[src/rtl/rf_ctrl_pkg.sv]
// Shared types and constants for the register-file debug/host controller.
package rf_ctrl_pkg;

  localparam int RF_IDX_W  = 4;
  localparam int RF_DATA_W = 32;
  localparam logic [RF_IDX_W-1:0] RF_PC_IDX = 4'hF;

  typedef enum logic [1:0] {
    IDLE   = 2'd0,
    SAMPLE = 2'd1,
    VALID  = 2'd2,
    DONE   = 2'd3
  } dump_state_t;

  // R15 reads back PC+8 inside the register file, so writes to it are discarded.
  function automatic logic is_pc_idx(input logic [RF_IDX_W-1:0] idx);
    return idx == RF_PC_IDX;
  endfunction

endpackage

[src/rtl/rf_debug_ctrl_if.sv]
// Debug/host side of rf_debug_ctrl: debug write request channel and register-dump stream.
interface rf_debug_ctrl_if;
  import rf_ctrl_pkg::*;

  logic                 dbg_wr_valid;
  logic [RF_IDX_W-1:0]  dbg_wr_addr;
  logic [RF_DATA_W-1:0] dbg_wr_data;
  logic                 dbg_wr_ready;
  logic                 dbg_wr_err;

  logic                 dump_start;
  logic                 dump_busy;
  logic                 dump_valid;
  logic                 dump_ready;
  logic [RF_IDX_W-1:0]  dump_idx;
  logic [RF_DATA_W-1:0] dump_data;
  logic                 dump_done;

  modport master (
    output dbg_wr_valid, dbg_wr_addr, dbg_wr_data, dump_start, dump_ready,
    input  dbg_wr_ready, dbg_wr_err, dump_busy, dump_valid, dump_idx, dump_data, dump_done
  );

  modport slave (
    input  dbg_wr_valid, dbg_wr_addr, dbg_wr_data, dump_start, dump_ready,
    output dbg_wr_ready, dbg_wr_err, dump_busy, dump_valid, dump_idx, dump_data, dump_done
  );

endinterface

[src/rtl/rf_dump_seq.sv]
// Register-dump sequencer: walks the register file peek port and streams one
// register per beat over a valid/ready handshake.
module rf_dump_seq
  import rf_ctrl_pkg::*;
#(
  parameter int DUMP_LAST = 15
) (
  input  logic                 clk_i,
  input  logic                 rst_ni,
  input  logic                 dump_start_i,
  input  logic                 dump_ready_i,
  input  logic [RF_DATA_W-1:0] peek_data_i,
  output logic [RF_IDX_W-1:0]  peek_sel_o,
  output logic                 dump_busy_o,
  output logic                 dump_valid_o,
  output logic [RF_IDX_W-1:0]  dump_idx_o,
  output logic [RF_DATA_W-1:0] dump_data_o,
  output logic                 dump_done_o
);

  localparam logic [RF_IDX_W-1:0] LastIdx = RF_IDX_W'(DUMP_LAST);

  dump_state_t          state_q;
  logic [RF_IDX_W-1:0]  idx_q;
  logic [RF_IDX_W-1:0]  idx_d;
  logic [RF_IDX_W-1:0]  peek_sel_q;
  logic [RF_DATA_W-1:0] data_q;
  logic                 busy_q;
  logic                 valid_q;
  logic                 done_q;

  assign idx_d = idx_q + 1'b1;

  // peek_sel is loaded on entry to SAMPLE so the register file read settles within that cycle.
  always_ff @(posedge clk_i or negedge rst_ni) begin
    if (!rst_ni) begin
      state_q    <= IDLE;
      idx_q      <= '0;
      peek_sel_q <= '0;
      data_q     <= '0;
      busy_q     <= 1'b0;
      valid_q    <= 1'b0;
      done_q     <= 1'b0;
    end else begin
      case (state_q)
        IDLE: begin
          if (dump_start_i) begin
            state_q    <= SAMPLE;
            idx_q      <= '0;
            peek_sel_q <= '0;
            busy_q     <= 1'b1;
          end
        end
        SAMPLE: begin
          data_q  <= peek_data_i;
          valid_q <= 1'b1;
          state_q <= VALID;
        end
        VALID: begin
          if (dump_ready_i) begin
            valid_q <= 1'b0;
            if (idx_q == LastIdx) begin
              state_q <= DONE;
              done_q  <= 1'b1;
            end else begin
              idx_q      <= idx_d;
              peek_sel_q <= idx_d;
              state_q    <= SAMPLE;
            end
          end
        end
        DONE: begin
          done_q  <= 1'b0;
          busy_q  <= 1'b0;
          state_q <= IDLE;
        end
        default: state_q <= IDLE;
      endcase
    end
  end

  assign peek_sel_o   = peek_sel_q;
  assign dump_busy_o  = busy_q;
  assign dump_valid_o = valid_q;
  assign dump_idx_o   = idx_q;
  assign dump_data_o  = data_q;
  assign dump_done_o  = done_q;

endmodule

[src/rtl/rf_debug_ctrl.sv]
// Register-file debug/host controller: write-port arbitration, debug starvation stall and dump.
// Optional RF_DUMP_FREEZE_EN: stall the core and block debug writes during a dump for an atomic snapshot.
module rf_debug_ctrl
  import rf_ctrl_pkg::*;
#(
  parameter int STARVE_LIMIT = 8,
  parameter int DUMP_LAST    = 15
) (
  input  logic                 CLK,
  input  logic                 RESET_N,
  input  logic                 core_we,
  input  logic [RF_IDX_W-1:0]  core_wa,
  input  logic [RF_DATA_W-1:0] core_wd,
  output logic                 core_stall,
  output logic                 WE3,
  output logic [RF_IDX_W-1:0]  WA3,
  output logic [RF_DATA_W-1:0] WD3,
  output logic [RF_IDX_W-1:0]  peek_sel,
  input  logic [RF_DATA_W-1:0] peek_data,
  rf_debug_ctrl_if.slave       dbg
);

  localparam logic [7:0] StarveMax = 8'(STARVE_LIMIT);

  logic       dbg_block;
  logic       dbg_hs;
  logic [7:0] starve_cnt_q, starve_cnt_d;
  logic       starve_q, starve_d;
  logic       wr_err_q, wr_err_d;

`ifdef RF_DUMP_FREEZE_EN
  assign dbg_block  = dbg.dump_busy;
  assign core_stall = starve_q | dbg.dump_busy;
`else
  assign dbg_block  = 1'b0;
  assign core_stall = starve_q;
`endif

  assign dbg_hs           = dbg.dbg_wr_valid & ~core_we & ~dbg_block;
  assign dbg.dbg_wr_ready = dbg_hs;
  assign dbg.dbg_wr_err   = wr_err_q;

  // Core owns the write port whenever it writes; an accepted R15 debug write completes without WE3.
  always_comb begin
    WE3 = dbg_hs & ~is_pc_idx(dbg.dbg_wr_addr);
    WA3 = dbg.dbg_wr_addr;
    WD3 = dbg.dbg_wr_data;
    if (core_we) begin
      WE3 = 1'b1;
      WA3 = core_wa;
      WD3 = core_wd;
    end
  end

  // Counter saturates at the limit so a long starvation cannot wrap and drop the stall.
  always_comb begin
    starve_cnt_d = starve_cnt_q;
    if (!dbg.dbg_wr_valid || dbg_hs) begin
      starve_cnt_d = '0;
    end else if (core_we && (starve_cnt_q < StarveMax)) begin
      starve_cnt_d = starve_cnt_q + 8'd1;
    end
    starve_d = dbg.dbg_wr_valid & ~dbg_hs & (starve_cnt_q >= StarveMax);
    wr_err_d = dbg_hs & is_pc_idx(dbg.dbg_wr_addr);
  end

  always_ff @(posedge CLK or negedge RESET_N) begin
    if (!RESET_N) begin
      starve_cnt_q <= '0;
      starve_q     <= 1'b0;
      wr_err_q     <= 1'b0;
    end else begin
      starve_cnt_q <= starve_cnt_d;
      starve_q     <= starve_d;
      wr_err_q     <= wr_err_d;
    end
  end

  rf_dump_seq #(
    .DUMP_LAST(DUMP_LAST)
  ) u_dump_seq (
    .clk_i        (CLK),
    .rst_ni       (RESET_N),
    .dump_start_i (dbg.dump_start),
    .dump_ready_i (dbg.dump_ready),
    .peek_data_i  (peek_data),
    .peek_sel_o   (peek_sel),
    .dump_busy_o  (dbg.dump_busy),
    .dump_valid_o (dbg.dump_valid),
    .dump_idx_o   (dbg.dump_idx),
    .dump_data_o  (dbg.dump_data),
    .dump_done_o  (dbg.dump_done)
  );

endmodule

[src/flat_wrapper.sv]
// flat-port wrapper written by rule: the top's interface ports become plain ports
module rf_debug_ctrl_flat import rf_ctrl_pkg::*;
#(
  parameter int STARVE_LIMIT = 8,
  parameter int DUMP_LAST    = 15
)
  (CLK, RESET_N, core_we, core_wa, core_wd, core_stall, WE3, WA3, WD3, peek_sel, peek_data, dbg_dbg_wr_valid, dbg_dbg_wr_addr, dbg_dbg_wr_data, dbg_dump_start, dbg_dump_ready, dbg_dbg_wr_ready, dbg_dbg_wr_err, dbg_dump_busy, dbg_dump_valid, dbg_dump_idx, dbg_dump_data, dbg_dump_done);
  rf_debug_ctrl_if dbg_i ();
  input  logic CLK;
  input  logic RESET_N;
  input  logic core_we;
  input  logic [RF_IDX_W-1:0] core_wa;
  input  logic [RF_DATA_W-1:0] core_wd;
  output logic core_stall;
  output logic WE3;
  output logic [RF_IDX_W-1:0] WA3;
  output logic [RF_DATA_W-1:0] WD3;
  output logic [RF_IDX_W-1:0] peek_sel;
  input  logic [RF_DATA_W-1:0] peek_data;
  input wire logic [$bits(dbg_i.dbg_wr_valid)-1:0] dbg_dbg_wr_valid;
  input wire logic [$bits(dbg_i.dbg_wr_addr)-1:0] dbg_dbg_wr_addr;
  input wire logic [$bits(dbg_i.dbg_wr_data)-1:0] dbg_dbg_wr_data;
  input wire logic [$bits(dbg_i.dump_start)-1:0] dbg_dump_start;
  input wire logic [$bits(dbg_i.dump_ready)-1:0] dbg_dump_ready;
  output wire logic [$bits(dbg_i.dbg_wr_ready)-1:0] dbg_dbg_wr_ready;
  output wire logic [$bits(dbg_i.dbg_wr_err)-1:0] dbg_dbg_wr_err;
  output wire logic [$bits(dbg_i.dump_busy)-1:0] dbg_dump_busy;
  output wire logic [$bits(dbg_i.dump_valid)-1:0] dbg_dump_valid;
  output wire logic [$bits(dbg_i.dump_idx)-1:0] dbg_dump_idx;
  output wire logic [$bits(dbg_i.dump_data)-1:0] dbg_dump_data;
  output wire logic [$bits(dbg_i.dump_done)-1:0] dbg_dump_done;
  assign dbg_i.dbg_wr_valid = dbg_dbg_wr_valid;
  assign dbg_i.dbg_wr_addr = dbg_dbg_wr_addr;
  assign dbg_i.dbg_wr_data = dbg_dbg_wr_data;
  assign dbg_i.dump_start = dbg_dump_start;
  assign dbg_i.dump_ready = dbg_dump_ready;
  assign dbg_dbg_wr_ready = dbg_i.dbg_wr_ready;
  assign dbg_dbg_wr_err = dbg_i.dbg_wr_err;
  assign dbg_dump_busy = dbg_i.dump_busy;
  assign dbg_dump_valid = dbg_i.dump_valid;
  assign dbg_dump_idx = dbg_i.dump_idx;
  assign dbg_dump_data = dbg_i.dump_data;
  assign dbg_dump_done = dbg_i.dump_done;
  rf_debug_ctrl #(.STARVE_LIMIT(STARVE_LIMIT), .DUMP_LAST(DUMP_LAST)) u_core (.CLK(CLK), .RESET_N(RESET_N), .core_we(core_we), .core_wa(core_wa), .core_wd(core_wd), .core_stall(core_stall), .WE3(WE3), .WA3(WA3), .WD3(WD3), .peek_sel(peek_sel), .peek_data(peek_data), .dbg(dbg_i));
endmodule
[config.mk]
export PLATFORM = sky130hd
export DESIGN_NAME = rf_debug_ctrl_flat
export DESIGN_NICKNAME = d
export VERILOG_FILES = /design/src/rtl/rf_ctrl_pkg.sv /design/src/rtl/rf_debug_ctrl_if.sv /design/src/rtl/rf_dump_seq.sv /design/src/rtl/rf_debug_ctrl.sv /design/src/flat_wrapper.sv
export SDC_FILE = /design/constraint.sdc
export NUM_CORES = 1
export LEC_CHECK = 0
export BUFFER_PORTS_ARGS = -buffer_cell sky130_fd_sc_hd__buf_4
export CAP_MARGIN = 20
export CORE_MARGIN = 2
export CORE_UTILIZATION = 41
export CTS_CLUSTER_DIAMETER = 40
export DETAILED_ROUTE_END_ITERATION = 16
export PLACE_DENSITY_LB_ADDON = 0.2
export SLEW_MARGIN = 0
export SYNTH_ARGS = -nofsm -noshare
export SYNTH_HDL_FRONTEND = slang
export SYNTH_HIERARCHICAL = 1
export SYNTH_SLANG_ARGS = --single-unit
[constraint.sdc]
create_clock -name CLK -period 2.1 [get_ports CLK]
set_clock_uncertainty 0.05 [all_clocks]
set_input_delay 0.315 -clock CLK [delete_from_list [all_inputs] [get_ports CLK]]
set_output_delay 0.315 -clock CLK [all_outputs]
set_load 0.005 [all_outputs]
==> After elaboration in Yosys (flattened, before gate mapping) <==
Cells that the tools add are included.
{ "totals": {"out_inout_bits": 83, "ff_bits": 51} }
{ "op_classes": {"n_eq_ne": 9, "reduce_logical": 14, "add_sub_neg": 2, "magnitude_cmp": 2, "bitwise_logic": 8, "muxes": 20} }
{ "op_table": {"columns": ["operator", "count"], "rows": [
  ["$mux W32", 1],
  ["$mux W4", 4],
  ["$mux W8", 2],
  ["$reduce_bool A2 Y1", 5],
  ["$add A8 B1 Y8 const B", 1],
  ["$eq A4 B4 Y1 const B", 2],
  ["$ge A8 B4 Y1 const B", 1],
  ["$lt A8 B4 Y1 const B", 1],
  ["$ne A2 B2 Y1 const B", 4],
  ["$pmux W2 S4", 1],
  ["$pmux W4 S2", 1],
  ["$mux W2", 3],
  ["$pmux W1 S2", 3],
  ["$reduce_and A2 Y1", 3],
  ["$and A1 B1 Y1", 5],
  ["$mux W1", 5],
  ["$add A4 B1 Y4 const B", 1],
  ["$eq A2 B2 Y1 const B", 2],
  ["$reduce_and A4 Y1", 1],
  ["$not A1 Y1", 3],
  ["$reduce_and A3 Y1", 1],
  ["$eq A2 B1 Y1 const B", 1],
  ["$logic_not A2 Y1", 1],
  ["$logic_and A1 B1 Y1", 1],
  ["2 further kinds", 2]
]} }

==> Depth between registers and ports, before layout <==
{ "logic_depth": {"ltp_word": 5, "ltp_mapped": 5, "ltp_nobuf": 5} }

==> Cells and area by module <==
The synthesis kept the hierarchy.
{ "modules_own_cells": {"columns": ["module", "seq_area_each_um2", "instances", "cells_each", "area_per_inst_um2"], "rows": [
  ["rf_dump_seq", 1026.0, 1, 114, 1840.5],
  ["rf_debug_ctrl", 250.2, 1, 83, 878.3]
]} }

==> Least setup slack after synthesis <==
No wires, ideal clock.
{ "synth_timing": {"kind": "input-to-output", "from": "input port core_we", "to": "output port WD3[27]", "required_ns": 1.735, "t_arrival_ns": 1.218, "setup_slack_ns": 0.517, "cell_stages": 3, "cell_sequence": "clkbuf_1 clkbuf_1 mux2_2"} }
{ "synth_between": {"elab_chain_cells": 1} }
{ "synth_rtl": {"columns": ["item", "line", "source"], "rows": [
  ["start: declaration", "flat_wrapper.sv:11", "input logic core_we;"],
  ["$mux W32", "rf_debug_ctrl.sv:48", "if (core_we) begin"],
  ["end: declaration", "flat_wrapper.sv:17", "output logic [RF_DATA_W-1:0] WD3;"]
]} }
Every way passes these cells.

==> Worst setup path after layout <==
{ "layout_timing": {"from": "register u_core.starve_cnt_q[4]", "to": "register u_core.starve_cnt_q[2]"} }
{ "layout_between": {"elab_chain_cells": 3} }
{ "layout_rtl": {"columns": ["item", "line", "source"], "rows": [
  ["start: declaration", "rf_debug_ctrl.sv:27", "logic [7:0] starve_cnt_q, starve_cnt_d;"],
  ["start signal: assignment", "rf_debug_ctrl.sv:73", "starve_cnt_q <= starve_cnt_d;"],
  ["$lt A8 B4 Y1", "rf_debug_ctrl.sv:60", "end else if (core_we && (starve_cnt_q < StarveMax)) begin"],
  ["$logic_and A1 B1 Y1", "rf_debug_ctrl.sv:60", null],
  ["$reduce_bool A2 Y1 (no line)", null, null]
]} }
Every way passes these cells.
A chain may end at the register's enable or synchronous reset.

==> flow_summary.json <==
{
  "status": "finished, violations left",
  "violations": "hold timing",
  "synthFlopType": "dfrtp_1",
  "antennaDiodeCount": 0,
  "core-area_um2": 6390,
  "drtPass1Iterations": 4,
  "tightest_slew_ns": 0.641,
  "nNetsFinal": 494,
  "internal_power_uw": 2900,
  "path_class": "flop to flop",
  "power_density_nw_per_um2": 976,
  "crit_start": "u_core/starve_cnt_q[4]",
  "seqPwrFrac_pct": 39.6,
  "synth_warnings": 6,
  "drc": 0,
  "setup_viol": 0,
  "grt_use_total_pct": 20.4,
  "cts_made_buffers": 5,
  "slowest_delay_ns": 0.63,
  "worst-path-buf-inv": 0,
  "cp_cell_sequence": "or4_1 > o311ai_0 > o41ai_1",
  "ant_nets": 0,
  "postCtsHoldBufs": 0,
  "num_vias": 2219,
  "die_area_um2": 7300,
  "via_per_inst": 4.84,
  "htree_levels": 2,
  "wl_per_cell_um": 16.1,
  "cp_top_family": "simple AND/OR/NAND/NOR gates",
  "whs_ns": -0.00714,
  "crit_arrival_ns": 1.78,
  "tns_ns": 0,
  "drive_gt1_share_pct": 71.4,
  "io_pins": 193,
  "syn-cell-area_um2": 2720,
  "insertion_delay_ns": 0.29,
  "cts_resized": 0,
  "port_buffers": 192,
  "startpoint_type": "flop",
  "vdd_drop_max_mv": 0.717,
  "grt_pass1_vias": 2354,
  "yosysSeqAreaShare_pct": 46.9,
  "netlist_instances": 197,
  "gp_congestion": 0.813,
  "hp-class": "primary input to async pin",
  "netSwitchingPower_uw": 1210,
  "drtIter0Drc": 40,
  "clock_sinks": 51,
  "clk_path_buf_depth": 2,
  "p_clk_share_pct": 13.1,
  "fp.dieH_um": 85.4,
  "ys_types": 43,
  "cts_tree": "yes",
  "cts-root-buf": "clkbuf_8",
  "max_cap_viol_count": 0,
  "worstPathMaxFanout": 7,
  "cp.required_ns": 2.21,
  "synth_nets": 310,
  "finalCritPeriodShare_pct": 79.2,
  "fmax_mhz": 601,
  "switching_share_pct": 29.5,
  "pwr-share-comb_pct": 47.2,
  "grt_max_degree": 52,
  "grt_pass1_wl_um": 11800,
  "end_kind": "flop",
  "cts_setup_buffers": 0,
  "syn2layout_area_growth_pct": 55.0,
  "die_w_um": 85.4,
  "initial_core_util_pct": 42.6,
  "fillerInstances": 520,
  "slowest_stage": "or4_1",
  "async_reset_ff_share_pct": 100,
  "slew_viol_final": 0,
  "hpwl_um": 5770,
  "regToRegStartpoint": "u_core/starve_cnt_q[4]",
  "post-route-min-period_ns": 1.66,
  "rows": 29,
  "synth_edf_count": 0,
  "ys_ff_latch": 51,
  "antenna_found_initial": 0,
  "relSlewSlack_pct": 57.3,
  "gr-total-overflow": 0,
  "power.leakage_uw": 0.00215,
  "wirelength_um": 7390,
  "clkTransAtPathRegs_ns": 0.09,
  "hold_violations": 17,
  "synth.avg_cell_area_um2": 13.8,
  "rsz0062_at_grt": "false"
}
## synth_stat cells (2+ instances only)
| cell | instances | area (um2) |
|---|---|---|
| nor2b_1 | 2 | 12.5 |
| nor2_1 | 4 | 15.0 |
| inv_1 | 6 | 22.5 |
| mux2i_1 | 2 | 20.0 |
| dfrtp_1 | 51 | 1280 |
| clkbuf_1 | 3 | 11.3 |
| buf_12 | 3 | 60.1 |
| o21ai_0 | 5 | 25.0 |
| mux2_4 | 30 | 450 |
| mux2_2 | 36 | 405 |
| mux2_1 | 2 | 22.5 |
| ha_1 | 3 | 37.5 |
| buf_4 | 4 | 30.0 |
| and3_1 | 4 | 25.0 |
| buf_2 | 4 | 20.0 |
| a21oi_1 | 4 | 20.0 |
| or3_1 | 2 | 12.5 |
| nand2b_1 | 3 | 18.8 |
| buf_6 | 2 | 22.5 |
| nand3_1 | 4 | 20.0 |
## cell families after synthesis
logic type | count (synthesis) | share of synthesized area (%)
AOI/OAI and AO/OA | 20 | 4.97
adders and majority gates | 3 | 1.38
buffers and inverters | 23 | 6.35
DFF | 51 | 46.9
muxes | 71 | 33.5
and+or+nand+nor | 29 | 6.81
## final timing paths
| check | to | slack, ns | depth (start not counted) |
|---|---|---|---|
| worst max-delay path | u_core/starve_cnt_q[2] | 0.44 | 3 |
| worst min-delay path | u_core/u_dump_seq/dump_data_o[28] | -0.007 | 1 |
| worst max register to register | u_core/starve_cnt_q[2] | 0.44 | 3 |
| worst min register to register | u_core/u_dump_seq/dump_data_o[0] | 0.44 | 1 |
| max in group asynchronous | u_core/starve_cnt_q[7] | 1.58 | 1 |
| min in group CLK | u_core/u_dump_seq/dump_data_o[1] | 0.18 | 2 |
## worst reg2reg max path: stages, from the launching register on
cell and delay, ns:
dfrtp_1 0.38, or4_1 0.63, o311ai_0 0.34, o41ai_1 0.13
## cell usage in the layout, fill, tap and decap left out, types with 2 or more instances in the layout
master    count
buf_4       192
dfrtp_1      51
mux2_2       36
mux2_4       30
inv_1         6
clkbuf_8      5
o21ai_0       5
nor2_1        4
nand3_1       4
and3_1        4
a21oi_1       4
nand2b_1      3
ha_1          3
nor2b_1       2
or3_1         2
mux2i_1       2
mux2_1        2
## area by class of cell
cell class                 count  area [um2]  area share, %
clock buffer                   5        68.8           1.63
clock inverter                 2        13.8          0.327
inverter                       7        28.8          0.683
multi-input combinational    123        1270           30.1
sequential                    51        1280           30.3
tap                           77        96.3           2.29
timing repair buffer         193        1460           34.7
## power groups by stage
| stage | registers (uW) | clock network (uW) | logic (uW) |
|---|---|---|---|
| final | 1630 | 540 | 1940 |
| after global routing | 1690 | 605 | 2080 |
| after CTS | 1630 | 569 | 1970 |
| after detailed placement | 1660 | 0 | 1950 |
| after global placement | 1620 | 0 | 1930 |
| after floorplan | 1610 | 0 | 1130 |
## metal layers
metal | up-vias | part of all wire (%) | GRT usage (%)
met2 | 104 | 51 | 34.2
met3 | 12 | 7.5 | 5.84
met1 | 1038 | 40 | 25.4
met5 | - | 0 | 0
met4 | 0 | 1.7 | 6.49
li1 | 1065 | - | -
## metrics by stage
step | cell area (um2) | instances | utilization, % | power [uW] | setup WS (ns)
after floorplan | 2720 | 197 | - | 2740 | 0.517
after global placement | 4130 | 451 | 64.7 | 3550 | 0.442
after detailed placement | 4130 | 451 | 64.7 | 3600 | 0.432
after CTS | 4220 | 458 | 66.0 | 4170 | 0.427
after global routing | 4220 | 458 | 66.0 | 4380 | 0.352
final | 4220 | 458 | 66.0 | 4110 | 0.436
## flip-flops by register name, indices dropped and copies added (netlist names)
signal                          flops
u_core/u_dump_seq/dump_valid_o      1
u_core/u_dump_seq/dump_data_o      32
u_core/u_dump_seq/dump_busy_o       1
u_core/u_dump_seq/peek_sel_o        4
u_core/core_stall                   1
u_core/dbg.dbg_wr_err               1
u_core/u_dump_seq/state_q           2
u_core/u_dump_seq/dump_done_o       1
u_core/starve_cnt_q                 8
(Power assumes the default switching activity.)
